$ cat config.mk
export PLATFORM = sky130hd
export DESIGN_NAME = aes128_mix_columns
export DESIGN_NICKNAME = d
export VERILOG_FILES = /design/src/rtl/aes128_pkg.sv /design/src/rtl/aes128_mix_column.sv /design/src/rtl/aes128_mix_columns.sv
export SDC_FILE = /design/constraint.sdc
export NUM_CORES = 1
export LEC_CHECK = 0
export ABC_AREA = 0
export BUFFER_PORTS_ARGS = -buffer_cell sky130_fd_sc_hd__buf_4
export CAP_MARGIN = 0
export CORE_MARGIN = 2
export CORE_UTILIZATION = 35
export CTS_BUF_LIST = sky130_fd_sc_hd__clkbuf_4 sky130_fd_sc_hd__clkbuf_8
export DETAILED_ROUTE_END_ITERATION = 7
export GPL_TIMING_DRIVEN = 0
export PLACE_DENSITY = 0.65
export SLEW_MARGIN = 30
export SYNTH_ARGS = -nofsm -noshare
export SYNTH_HDL_FRONTEND = slang
export SYNTH_SLANG_ARGS = --single-unit
$ cat constraint.sdc
create_clock -name clk -period 5 [get_ports clk]
set_input_delay 0 -clock clk [delete_from_list [all_inputs] [get_ports clk]]
set_output_delay 0 -clock clk [all_outputs]
set_load 0.05 [all_outputs]
$ cat src/rtl/aes128_pkg.sv
// Shared AES-128 types, constants and GF(2^8) helpers for the MixColumns datapath.
package aes128_pkg;

    localparam logic [7:0] AES_POLY = 8'h1B;

    typedef logic [127:0] state128_t;
    typedef logic [31:0]  col32_t;

    typedef enum logic [1:0] {
        IDLE,
        BUSY,
        DONE
    } mc_state_t;

    // Multiply by x in GF(2^8) reduced by x^8 + x^4 + x^3 + x + 1.
    function automatic logic [7:0] xtime(input logic [7:0] b);
        return {b[6:0], 1'b0} ^ (b[7] ? AES_POLY : 8'h00);
    endfunction

endpackage

$ cat src/rtl/aes128_mix_column.sv
// Single-column (Inv)MixColumns, purely combinational; all products built from xtime chains.
module aes128_mix_column
    import aes128_pkg::*;
(
    input  col32_t colIn,
    input  logic   inv,
    output col32_t colOut
);

    logic [7:0] a  [4];
    logic [7:0] m2 [4];
    logic [7:0] m4 [4];
    logic [7:0] m8 [4];

    for (genvar r = 0; r < 4; r++) begin : gByte
        assign a[r]  = colIn[r*8 +: 8];
        assign m2[r] = xtime(a[r]);
        assign m4[r] = xtime(m2[r]);
        assign m8[r] = xtime(m4[r]);
    end

    // Row r uses byte r with the leading coefficient, then rotates through r+1..r+3.
    for (genvar r = 0; r < 4; r++) begin : gRow
        localparam int R1 = (r + 1) % 4;
        localparam int R2 = (r + 2) % 4;
        localparam int R3 = (r + 3) % 4;

        logic [7:0] fwdByte;
        logic [7:0] invByte;

        assign fwdByte = m2[r] ^ (m2[R1] ^ a[R1]) ^ a[R2] ^ a[R3];
        assign invByte = (m8[r] ^ m4[r] ^ m2[r])
                       ^ (m8[R1] ^ m2[R1] ^ a[R1])
                       ^ (m8[R2] ^ m4[R2] ^ a[R2])
                       ^ (m8[R3] ^ a[R3]);

        assign colOut[r*8 +: 8] = inv ? invByte : fwdByte;
    end

endmodule

$ cat src/rtl/aes128_mix_columns.sv
// Iterative AES (Inv)MixColumns over a 128-bit state, COLS_PER_CYCLE columns per BUSY cycle,
// with valid/ready handshakes on both sides and a bypass path for the final round.
module aes128_mix_columns
    import aes128_pkg::*;
#(
    parameter int COLS_PER_CYCLE = 1
) (
    input  logic         clk,
    input  logic         rst_n,
    input  logic         in_valid_i,
    output logic         in_ready_o,
    input  logic [127:0] data_i,
    input  logic         inv_i,
    input  logic         bypass_i,
    output logic         out_valid_o,
    input  logic         out_ready_i,
    output logic [127:0] data_o,
    output logic         busy_o
);

    if (COLS_PER_CYCLE != 1 && COLS_PER_CYCLE != 2 && COLS_PER_CYCLE != 4) begin : gBadParam
        $error("aes128_mix_columns: COLS_PER_CYCLE must be 1, 2 or 4");
    end

    // For 4 columns per cycle the step wraps to 0, which is harmless: BUSY lasts one cycle.
    localparam logic [1:0] CNT_STEP = 2'(COLS_PER_CYCLE % 4);
    localparam logic [1:0] LAST_COL = 2'(4 - COLS_PER_CYCLE);

    mc_state_t state;
    mc_state_t nextState;
    logic [1:0] colCnt;
    state128_t  workReg;
    state128_t  workNext;
    logic       invFlag;
    logic       bypassFlag;
    logic       accept;

    col32_t     colIn  [COLS_PER_CYCLE];
    col32_t     colOut [COLS_PER_CYCLE];
    logic [1:0] colIdx [COLS_PER_CYCLE];

    for (genvar i = 0; i < COLS_PER_CYCLE; i++) begin : gCol
        assign colIdx[i] = colCnt + 2'(i);
        assign colIn[i]  = workReg[{colIdx[i], 5'b0} +: 32];

        aes128_mix_column uMixColumn (
            .colIn  (colIn[i]),
            .inv    (invFlag),
            .colOut (colOut[i])
        );
    end

    always_comb begin
        workNext = workReg;
        for (int i = 0; i < COLS_PER_CYCLE; i++) begin
            workNext[{colIdx[i], 5'b0} +: 32] = colOut[i];
        end
    end

    assign accept = in_valid_i && (state == IDLE);

    always_comb begin
        nextState = state;
        case (state)
            IDLE: if (in_valid_i) nextState = bypass_i ? DONE : BUSY;
            BUSY: if (colCnt == LAST_COL || bypassFlag) nextState = DONE;
            DONE: if (out_ready_i) nextState = IDLE;
            default: nextState = IDLE;
        endcase
    end

    always_ff @(posedge clk or negedge rst_n) begin
        if (!rst_n) state <= IDLE;
        else        state <= nextState;
    end

    always_ff @(posedge clk or negedge rst_n) begin
        if (!rst_n) begin
            workReg    <= '0;
            colCnt     <= '0;
            invFlag    <= 1'b0;
            bypassFlag <= 1'b0;
        end else if (accept) begin
            workReg    <= data_i;
            colCnt     <= '0;
            invFlag    <= inv_i;
            bypassFlag <= bypass_i;
        end else if (state == BUSY && !bypassFlag) begin
            workReg <= workNext;
            colCnt  <= colCnt + CNT_STEP;
        end
    end

    assign in_ready_o  = (state == IDLE);
    assign out_valid_o = (state == DONE);
    assign busy_o      = (state != IDLE);
    assign data_o      = workReg;

endmodule

==> key figures, run 1 <==
Synthesis
  – Dominant cell type by area after synthesis: dfrtp_1
  – Sequential fraction of the synthesis area: 37.3%
  – Synth Cell Area: 8990 um2
  – Yosys cell types: 38
  – Synth warn: 0
  – Post-synth top area share: 37.3%
  – Cells after synthesis: 770
  – Mapped Nets: between 900 and 1000
  – #FFs+latches synth: around 130
  – Synth top area cells: dfrtp_1 (37%), a22oi_1 (11%), xnor2_1 (10%)
  – Avg Inst Size Synth: roughly 12 um2

Timing
  – F_max: between 200 and 300 MHz
  – Setup violators final: 0
  – Slew Viols, Final: 0
  – Period utilisation layout: 76.6%
  – Post-route minimum period: around 3.8 ns
  – Slack of the critical path: around 1.2 ns
  – Unrepaired setup endpoints after global routing: no
  – Worst Tran Pin Value: around 1.1 ns
  – Slew HR: between 20% and 30%
  – Final Hold Viols: 0
  – TNS Setup: 0 ns
  – Skew final: roughly 0.013 ns

Worst setup path
  – Delay of the slowest critical-path stage: about 0.66 ns
  – Worst reg2reg path depth: 11
  – Cell Chain, Critical Path: buf_4, buf_4, buf_4, mux4_2, buf_4, xnor2_4, xnor3_1, nand2b_1, xnor2_2, xnor2_1, o21ai_1
  – CP Capture Type: flop
  – Most used cell, CP: buf_4
  – CP arrival: just over 4 ns
  – Crit-path slowest cell: xnor2_1
  – Worst-path fanout max: 10
  – Setup Crit Path Kind: reg -> reg
  – CP Data Required Time: between 5 and 6 ns
  – Critical path startpoint category: flop

Route
  – Via count: 8505
  – WL final: between 30000 and 40000 um
  – DR iter-0 viols: roughly 600
  – DRC Markers: 0
  – Via/cell ratio: ~5.6
  – Drt first pass iters: 5
  – Antenna-violating nets left: 0
  – Per-cell routed wire length: about 25 um

CTS
  – Post-CTS Setup Repair Bufs: 0
  – CTS clk-pin slew, worst paths: 0.09 ns
  – CTS Buf Count: 17
  – H-tree depth: 4
  – CTS tree: yes
  – Worst-Skew Late Latency: ~0.46 ns
  – CTS root buf: clkbuf_8
  – Clock sink count: about 130
  – Maximum root-to-sink buffer count: 2

Placement
  – Pre-CTS setup slack: approximately 1.2 ns
  – HPWL after DPL: roughly 27000 um
  – Final GP Congestion: ~0.93
  – Port-buffer cells: roughly 260

Worst hold path
  – Worst Hold Class: in -> async

Die
  – Die Area: between 20000 and 30000 um2
  – IO Pins: between 200 and 300
  – Starting Density: a little over a third
  – Site Rows: 58
  – Area of the core: ~25000 um2
  – Die width: 164 um
  – Die H: around 160 um

Global routing
  – Largest net degree at the start of global routing: 71
  – Gr usage total: between 20% and 30%
  – Total congestion overflow: 0
  – First-pass GRT wire length: ~54000 um
  – Vias in the first global route: 8689
  – Initial antenna violation count: 0

Cells and area
  – Layout area overhead: 46.4%
  – Share of cells above drive strength 1: between 30% and 40%
  – Commonest cells after routing, fill and taps aside: buf_4 (275), dlygate4sd3_1 (135), dfrtp_1 (134)
  – Most common cell after layout, fill and taps aside: buf_4
  – # nets final: approximately 1300
  – Antenna cells: 0

Run status
  – Status: finished clean

Flow run
  – Max-cap violations: 0
==> Yosys cell counts, drive strengths merged <==
cell type and instances:
o311ai 2, nand3 4, a21o 2, clkbuf 41, nor2b 3, mux4 32
a22oi 127, o22ai 1, nand4 2, mux2i 5, nor2 15, a21oi 12
xor2 44, dfrtp 134, nand2b 4, xnor3 30, and3 1, and2 1
o21ai 127, xnor2 121, ha 4, buf 25, nand2 21, inv 3
o21a 1, xor3 6, nand4b 1, a222oi 1
==> routing by layer <==
metal  vias up  global-route usage (%)  routed length [um]
met4         0                    8.45                 921
met3        52                    6.77                3280
met1      4280                    35.3               15200
met2       494                    46.8               18200
met5         -                       0                   0
li1       3679                       -                   -
==> path summary, 6_finish.rpt <==
| path | to | slack [ns] | startpoint |
|---|---|---|---|
| min reg2reg | bypassFlag | 0.53 | bypassFlag |
| max reg2reg | data_o[40] | 1.17 | colCnt[1] |
| max | data_o[40] | 1.17 | colCnt[1] |
| min | data_o[4] | 0.06 | rst_n |
| min in group clk | bypassFlag | 0.32 | bypass_i |
| max in group asynchronous | data_o[18] | 4.17 | rst_n |
==> worst max-delay path: cells and delay by family (launching register included) <==
family	cells	cell delay, ns
AOI/OAI and AO/OA	1	0.15
xor gates and xnor gates	4	1.54
buffers and inverters	4	1.05
DFF	1	0.38
muxes	1	0.34
and+or+nand+nor	1	0.20
==> logic make-up after synthesis <==
group,Yosys count,share of synthesized area (%)
AOI/OAI and AO/OA,273,19.2
xor gates and xnor gates,201,27.9
adders and majority gates,4,0.557
buffers and inverters,69,3.91
DFF,134,37.3
muxes,37,8.58
and+or+nand+nor,52,2.59
==> flip-flops by register name, summed over array words and instances (netlist names) <==
name	count
state	2
colCnt	2
bypassFlag	1
invFlag	1
data_o	128
==> area by class of cell <==
cell class	count	area, um2
repair buffers	400	3370
multi-input cells	567	5280
plain buffers	66	340
clock inverters	12	128
well taps	330	413
fillers	2270	12000
flip-flops and latches	134	3350
inverters	3	11.3
clock buffers	20	263
==> through the flow <==
| step | instance area [um2] | instances | utilization (%) | hold slack (ns) |
|---|---|---|---|---|
| 3_3_place_gp | 11400 | 1364 | 45.2 | 0.199 |
| 5_1_grt | 13200 | 1532 | 52.3 | 0.104 |
| 2_1_floorplan | 8990 | 770 | - | -0.296 |
| 6_report | 13200 | 1532 | 52.3 | 0.0562 |
| 3_5_place_dp | 11400 | 1365 | 45.3 | -0.0143 |
| 4_1_cts | 13200 | 1532 | 52.3 | 0.0756 |
==> repair_timing <==
action / 4_1_cts / 5_1_grt
endpoints found under the hold margin: 266 / 0
gates resized for setup: 0 / 0
hold buffers: 135 / 0
Power of run 1 is left out: the tool's default activity adds up to more than one toggle a clock period on the data nets, which glitch-free logic cannot reach.
==> run 2: changes to the inputs <==
Settings changed: ABC_AREA 0 to 1, PLACE_DENSITY 0.65 to 0.62.
Clock period 5 ns to 3.9 ns, I/O delays scaled along.
==> run 2 against run 1 <==
Register-to-register slack worse by 0.78 ns. Non-clock buffer count is 17 higher. Critical path depth rose by 9. Critical endpoint is now data_o[123]. Final area is 35% higher. Clock skew is essentially flat. Routed wire length is 88% higher. Final cell count is 93% higher. Synthesized area rose by 49%. Clock-buffer cell count decreased by 2. First-iteration DRC count rose to 2.8 times the previous value. Synthesized cell count grew to 2.6 times the previous value. Worst hold slack improved by 0.054 ns.
==> key figures, run 2 <==
Synthesis
  – Post-synth top area share: roughly 25%
  – Avg Inst Size Synth: 6.64 um2
  – Main synth FF type: dfrtp_1
  – Synth warn: 0
  – #FFs+latches synth: 134
  – Commonest cells post-synth: nand2_1 (794), nand3_1 (285), dfrtp_1 (134), xor2_1 (116), inv_1 (111)
  – Cells after synthesis: slightly above 2000
  – Mapped Nets: 2158
  – Sequential fraction of the synthesis area: about a quarter
  – Dominant cell type by area after synthesis: dfrtp_1
  – Synth Cell Area: 13400 um2
  – Synth top area cells: dfrtp_1 (25%), nand2_1 (22%), nand3_1 (11%)
  – EDFF count, synth: 0
  – Yosys cell types: 49
  – Post-synth ARST share: 100%
  – Most frequent cell after synthesis: nand2_1

Route
  – Via count: ~16000
  – DRC Markers: 0
  – WL final: a little over 70000 um
  – Drt first pass iters: 6
  – Via/cell ratio: around 5.4
  – DR iter-0 viols: approximately 1700
  – Per-cell routed wire length: 23.8 um
  – Antenna-violating nets left: 0

Die
  – Die width: roughly 200 um
  – Starting Density: around 36%
  – Die Area: between 30000 and 40000 um2
  – Area of the core: between 30000 and 40000 um2
  – Site Rows: 71
  – Die H: between 150 and 200 um
  – IO Pins: approximately 270

Timing
  – Post-route minimum period: between 3 and 4 ns
  – F_max: roughly 280 MHz
  – TNS Setup: 0 ns
  – Slew HR: 32.8%
  – Final Hold Viols: 0
  – Setup violators final: 0
  – Skew final: between 0.01 and 0.015 ns
  – Worst Tran Pin Value: 1.01 ns
  – Unrepaired setup endpoints after global routing: no
  – Period utilisation layout: between 80% and 90%
  – Slew Viols, Final: 0

Worst setup path
  – RR Startpoint: colCnt[0]
  – Cell Chain, Critical Path: buf_6, buf_4, nand2_1, nand2_1, nand2_1, nand2_2, nand2_1, nand2_2, nand2_1, nand2_2, nand2_1, nand3_1, nand2_1, nand2_1, nand2_1, nand2_1, nand3_1, nand3_2, nand4_1, o21bai_1
  – CP Data Required Time: about 4.3 ns
  – Worst-path fanout max: 10
  – WP depth: 20
  – Worst reg2reg path depth: 20
  – Critical path startpoint category: flop
  – Crit-path slowest cell: dfrtp_1
  – Reg2Reg Setup Slack: around 0.39 ns
  – Critical path endpoint: data_o[123]
  – Setup Crit Path Kind: reg -> reg
  – Worst path bufs/invs: 2
  – Critical R2R Capture: data_o[123]
  – Delay of the slowest critical-path stage: just under 0.5 ns
  – Top delay family on crit path: simple AND/OR/NAND/NOR gates
  – Crit. Startpoint: colCnt[0]
  – CP arrival: approximately 3.9 ns
  – CP Capture Type: flop
  – Most used cell, CP: nand2_1

Cells and area
  – Most common cell after layout, fill and taps aside: nand2_1
  – Antenna cells: 0
  – # nets final: ~2600
  – Layout area overhead: 32.6%
  – Commonest cells after routing, fill and taps aside: nand2_1 (794), nand3_1 (285), buf_4 (272)
  – Share of cells above drive strength 1: a little under a quarter
  – Max FFs per register: 128

Worst hold path
  – Worst Hold Class: in -> async

Global routing
  – Gr usage total: a little over a third
  – Initial antenna violation count: 0
  – Total congestion overflow: 0
  – First-pass GRT wire length: slightly above 100000 um
  – Largest net degree at the start of global routing: between 70 and 80
  – Vias in the first global route: approximately 16000

Run status
  – Status: finished clean

Placement
  – Final GP Congestion: a little under 1
  – Port-buffer cells: approximately 260
  – HPWL after DPL: roughly 56000 um

CTS
  – CTS root buf: clkbuf_8
  – Worst-Skew Late Latency: 0.49 ns
  – Maximum root-to-sink buffer count: 2
  – CTS tree: yes
  – H-tree depth: 4
  – Clock sink count: 134
  – Post-CTS sizing: 0
  – Hold Buf Count CTS: 133
  – CTS Buf Count: 17
  – CTS clk-pin slew, worst paths: roughly 0.09 ns
  – Post-CTS Setup Repair Bufs: 0

Flow run
  – Max-cap violations: 0
## run 2: stage by stage
step           setup slack, ns  hold WS [ns]  utilization, %  cells  cell area (um2)
6_report                 0.390         0.110            47.1   2961            17800
5_1_grt                  0.290         0.165            47.1   2961            17800
4_1_cts                  0.469         0.119            47.1   2961            17800
3_5_place_dp             0.506        0.0391            42.6   2796            16100
3_3_place_gp             0.528         0.190            42.5   2795            16000
2_1_floorplan            0.795        -0.296               -   2020            13400
## run 2: worst register-to-register path: stages, from the launching register on
cell,delay [ns]
dfrtp_1,0.49
buf_6,0.19
buf_4,0.20
nand2_1,0.14
nand2_1,0.09
nand2_1,0.06
nand2_2,0.31
nand2_1,0.16
nand2_2,0.14
nand2_1,0.10
nand2_2,0.12
nand2_1,0.07
nand3_1,0.18
nand2_1,0.15
nand2_1,0.11
nand2_1,0.05
nand2_1,0.05
nand3_1,0.09
nand3_2,0.15
nand4_1,0.31
o21bai_1,0.27
## run 2: area by class of cell
class,instances,area [um2]
clock inverters,14,149
well taps,511,639
repair buffers,398,3350
flip-flops and latches,134,3350
multi-input cells,1651,8980
clock buffers,18,241
plain buffers,85,507
fillers,3829,20000
inverters,150,576
## run 2: kinds of logic (layout without fill, tap and decap cells)
logic type                 Yosys count  count (layout)  synth area share (%)
and+or+nand+nor                   1321            1321                  46.2
xor gates and xnor gates           183             183                  13.7
AOI/OAI and AO/OA                  143             143                  6.66
DFF                                134             134                  25.0
buffers and inverters              235             665                  8.07
adders and majority gates            4               4                 0.373
## run 2: worst min path at each step
stage                        endpoint  depth (start not counted)         from
after floorplan            bypassFlag                          0        rst_n
after global placement       state[1]                          2  out_ready_i
after detailed placement  data_o[111]                          1        rst_n
after CTS                 data_o[111]                          2        rst_n
after global routing       data_o[46]                          2        rst_n
final                     data_o[111]                          2        rst_n
## run 2: routing by layer
metal | share of wire [%] | track usage, % | vias up
met2 | 46 | 57.3 | 856
met4 | 5.1 | 17.3 | 0
li1 | - | - | 7305
met5 | 0 | 0 | -
met1 | 40 | 45.9 | 7576
met3 | 8.7 | 6.37 | 192
Power of run 2 is left out for the same reason.
==> run 3: changes to the inputs <==
Settings changed: BUFFER_PORTS_ARGS -buffer_cell sky130_fd_sc_hd__buf_4 to unset, DONT_BUFFER_PORTS set to 1, PLACE_DENSITY 0.62 to 0.56, SLEW_MARGIN 30 to unset.
==> run 3 against run 2 <==
Die area unchanged. Sequential share of layout area up 2.4 points. Largest cell class unchanged. Critical path type unchanged. Clock-buffer cell count up 7. Worst setup slack worse by 0.23 ns. Final cell count down 9.0%. Final area down 11%. Non-clock buffer count down 264. Via count down 6.4%. Register-to-register slack worse by 0.23 ns.
==> key figures, run 3 (same netlist as run 2, synthesis figures left out) <==
Run status
  – Status: finished clean

Timing
  – Slew HR: 24.0%
  – Slew Viols, Final: 0
  – Unrepaired setup endpoints after global routing: no
  – F_max: about 270 MHz
  – Hold WS: ~0.14 ns
  – Skew final: between 0.015 and 0.02 ns
  – Post-route minimum period: ~3.7 ns
  – Period utilisation layout: 96.0%
  – Worst Tran Pin Value: between 1 and 1.5 ns
  – Final Hold Viols: 0
  – Setup violators final: 0

Cells and area
  – Layout area overhead: 17.8%
  – Share of cells above drive strength 1: between 10% and 20%
  – Most common cell after layout, fill and taps aside: nand2_1
  – # nets final: around 2300
  – # fillers: about 4000
  – Commonest cells after routing, fill and taps aside: nand2_1 (794), nand3_1 (285), dfrtp_1 (134)
  – Antenna cells: 0
  – Max FFs per register: between 100 and 150

Worst setup path
  – Critical path startpoint category: flop
  – Setup Crit Path Kind: reg -> reg
  – Worst-path fanout max: 10
  – Reg2Reg Setup Slack: about 0.16 ns
  – CP Data Required Time: between 4 and 5 ns
  – CP arrival: 4.17 ns
  – CP Capture Type: flop

CTS
  – CTS root buf: clkbuf_8
  – Maximum root-to-sink buffer count: 2
  – CTS tree: yes
  – Clock sink count: roughly 130
  – CTS Buf Count: 17
  – Worst-Skew Late Latency: roughly 0.5 ns
  – CTS clk-pin slew, worst paths: roughly 0.080 ns
  – H-tree depth: 4

Route
  – Antenna-violating nets left: 0
  – DR iter-0 viols: 1606
  – Drt first pass iters: 6
  – DRC Markers: 0
  – Via/cell ratio: roughly 5.5
  – WL final: between 60000 and 70000 um
  – Via count: around 15000
  – Per-cell routed wire length: roughly 25 um

Placement
  – HPWL after DPL: 54300 um
  – Final GP Congestion: 0.978
  – Port-buffer cells: 0

Global routing
  – Total congestion overflow: 0
  – GR peak layer: met2
  – Initial antenna violation count: 0
  – Met3 GRT Util: under 10%
  – First-pass GRT wire length: 97000 um
  – Met1 usage: between 40% and 50%
  – GR Util met2: ~55%
  – Vias in the first global route: ~14000
  – Largest net degree at the start of global routing: ~140
  – Gr usage total: between 30% and 40%

Worst hold path
  – Worst Hold Class: in -> reg

Die
  – Area of the core: approximately 38000 um2
  – Die Area: between 30000 and 40000 um2
  – IO Pins: 265
  – Starting Density: a little over a third
  – Die width: 200 um
  – Site Rows: slightly above 70
  – Die H: roughly 200 um

Flow run
  – Max-cap violations: 0
[run 3: cell types whose count changed in the layout (fill, tap and decap cells not counted), moves of 2 or more]
cell,change
clkinvlp_4,-2
clkinv_2,-2
nor2_4,+2
clkbuf_4,+5
clkbuf_8,+2
clkinv_4,-2
inv_6,-3
buf_4,-263
[run 3: final timing paths]
kind	to	cells past startpoint	startpoint
worst max-delay path	data_o[16]	10	state[0]
worst min-delay path	data_o[97]	6	in_valid_i
worst max register to register	data_o[16]	10	state[0]
worst min register to register	bypassFlag	2	bypassFlag
max in group asynchronous	data_o[83]	2	rst_n
min in group asynchronous	data_o[64]	2	rst_n
[run 3: layout make-up]
cell class | instances | area, um2 | share of cell area (%)
Sequential cell | 134 | 3350 | 21.2
Multi-Input combinational cell | 1651 | 9000 | 56.9
Tap cell | 511 | 639 | 4.04
Timing Repair Buffer | 134 | 1360 | 8.59
Buffer | 85 | 508 | 3.21
Clock inverter | 4 | 72.6 | 0.459
Inverter | 150 | 579 | 3.66
Clock buffer | 25 | 307 | 1.94
[run 3: metal layers]
metal	vias up	share of wire, %
met5	-	0
met4	0	5.1
met3	172	9.7
met2	842	46
met1	7108	40
li1	6783	-
[run 3: critical path, stage by stage (launching register included)]
cell        delay [ns]
dfrtp_1           0.45
nor2_4            0.34
clkinvlp_4        0.42
nor2_4            0.39
inv_2             0.18
nand2_1           0.15
nand4_1           0.48
clkinv_1          0.44
clkbuf_1          0.50
nand3_1           0.21
nand3_1           0.11
[run 3: through the flow]
stage	setup WS [ns]	area (um2)	cells	setup TNS, ns	util, %
finish	0.157	15800	2694	0	41.9
global route	0.132	15800	2694	0	41.9
CTS	0.165	15800	2694	0	41.9
detailed placement	-0.523	14100	2531	-10.00	37.2
global placement	-0.538	14100	2531	-10.03	37.2
floorplan	0.795	13400	2020	0	-
[run 3: what timing repair did]
action	in CTS	in global routing
endpoints found under the setup margin	42	5
setup buffers	0	0
pin swaps	0	0
gates resized for setup	3	2
hold endpoints to repair	266	0
hold buffers	134	0
Power of run 3 is left out for the same reason.
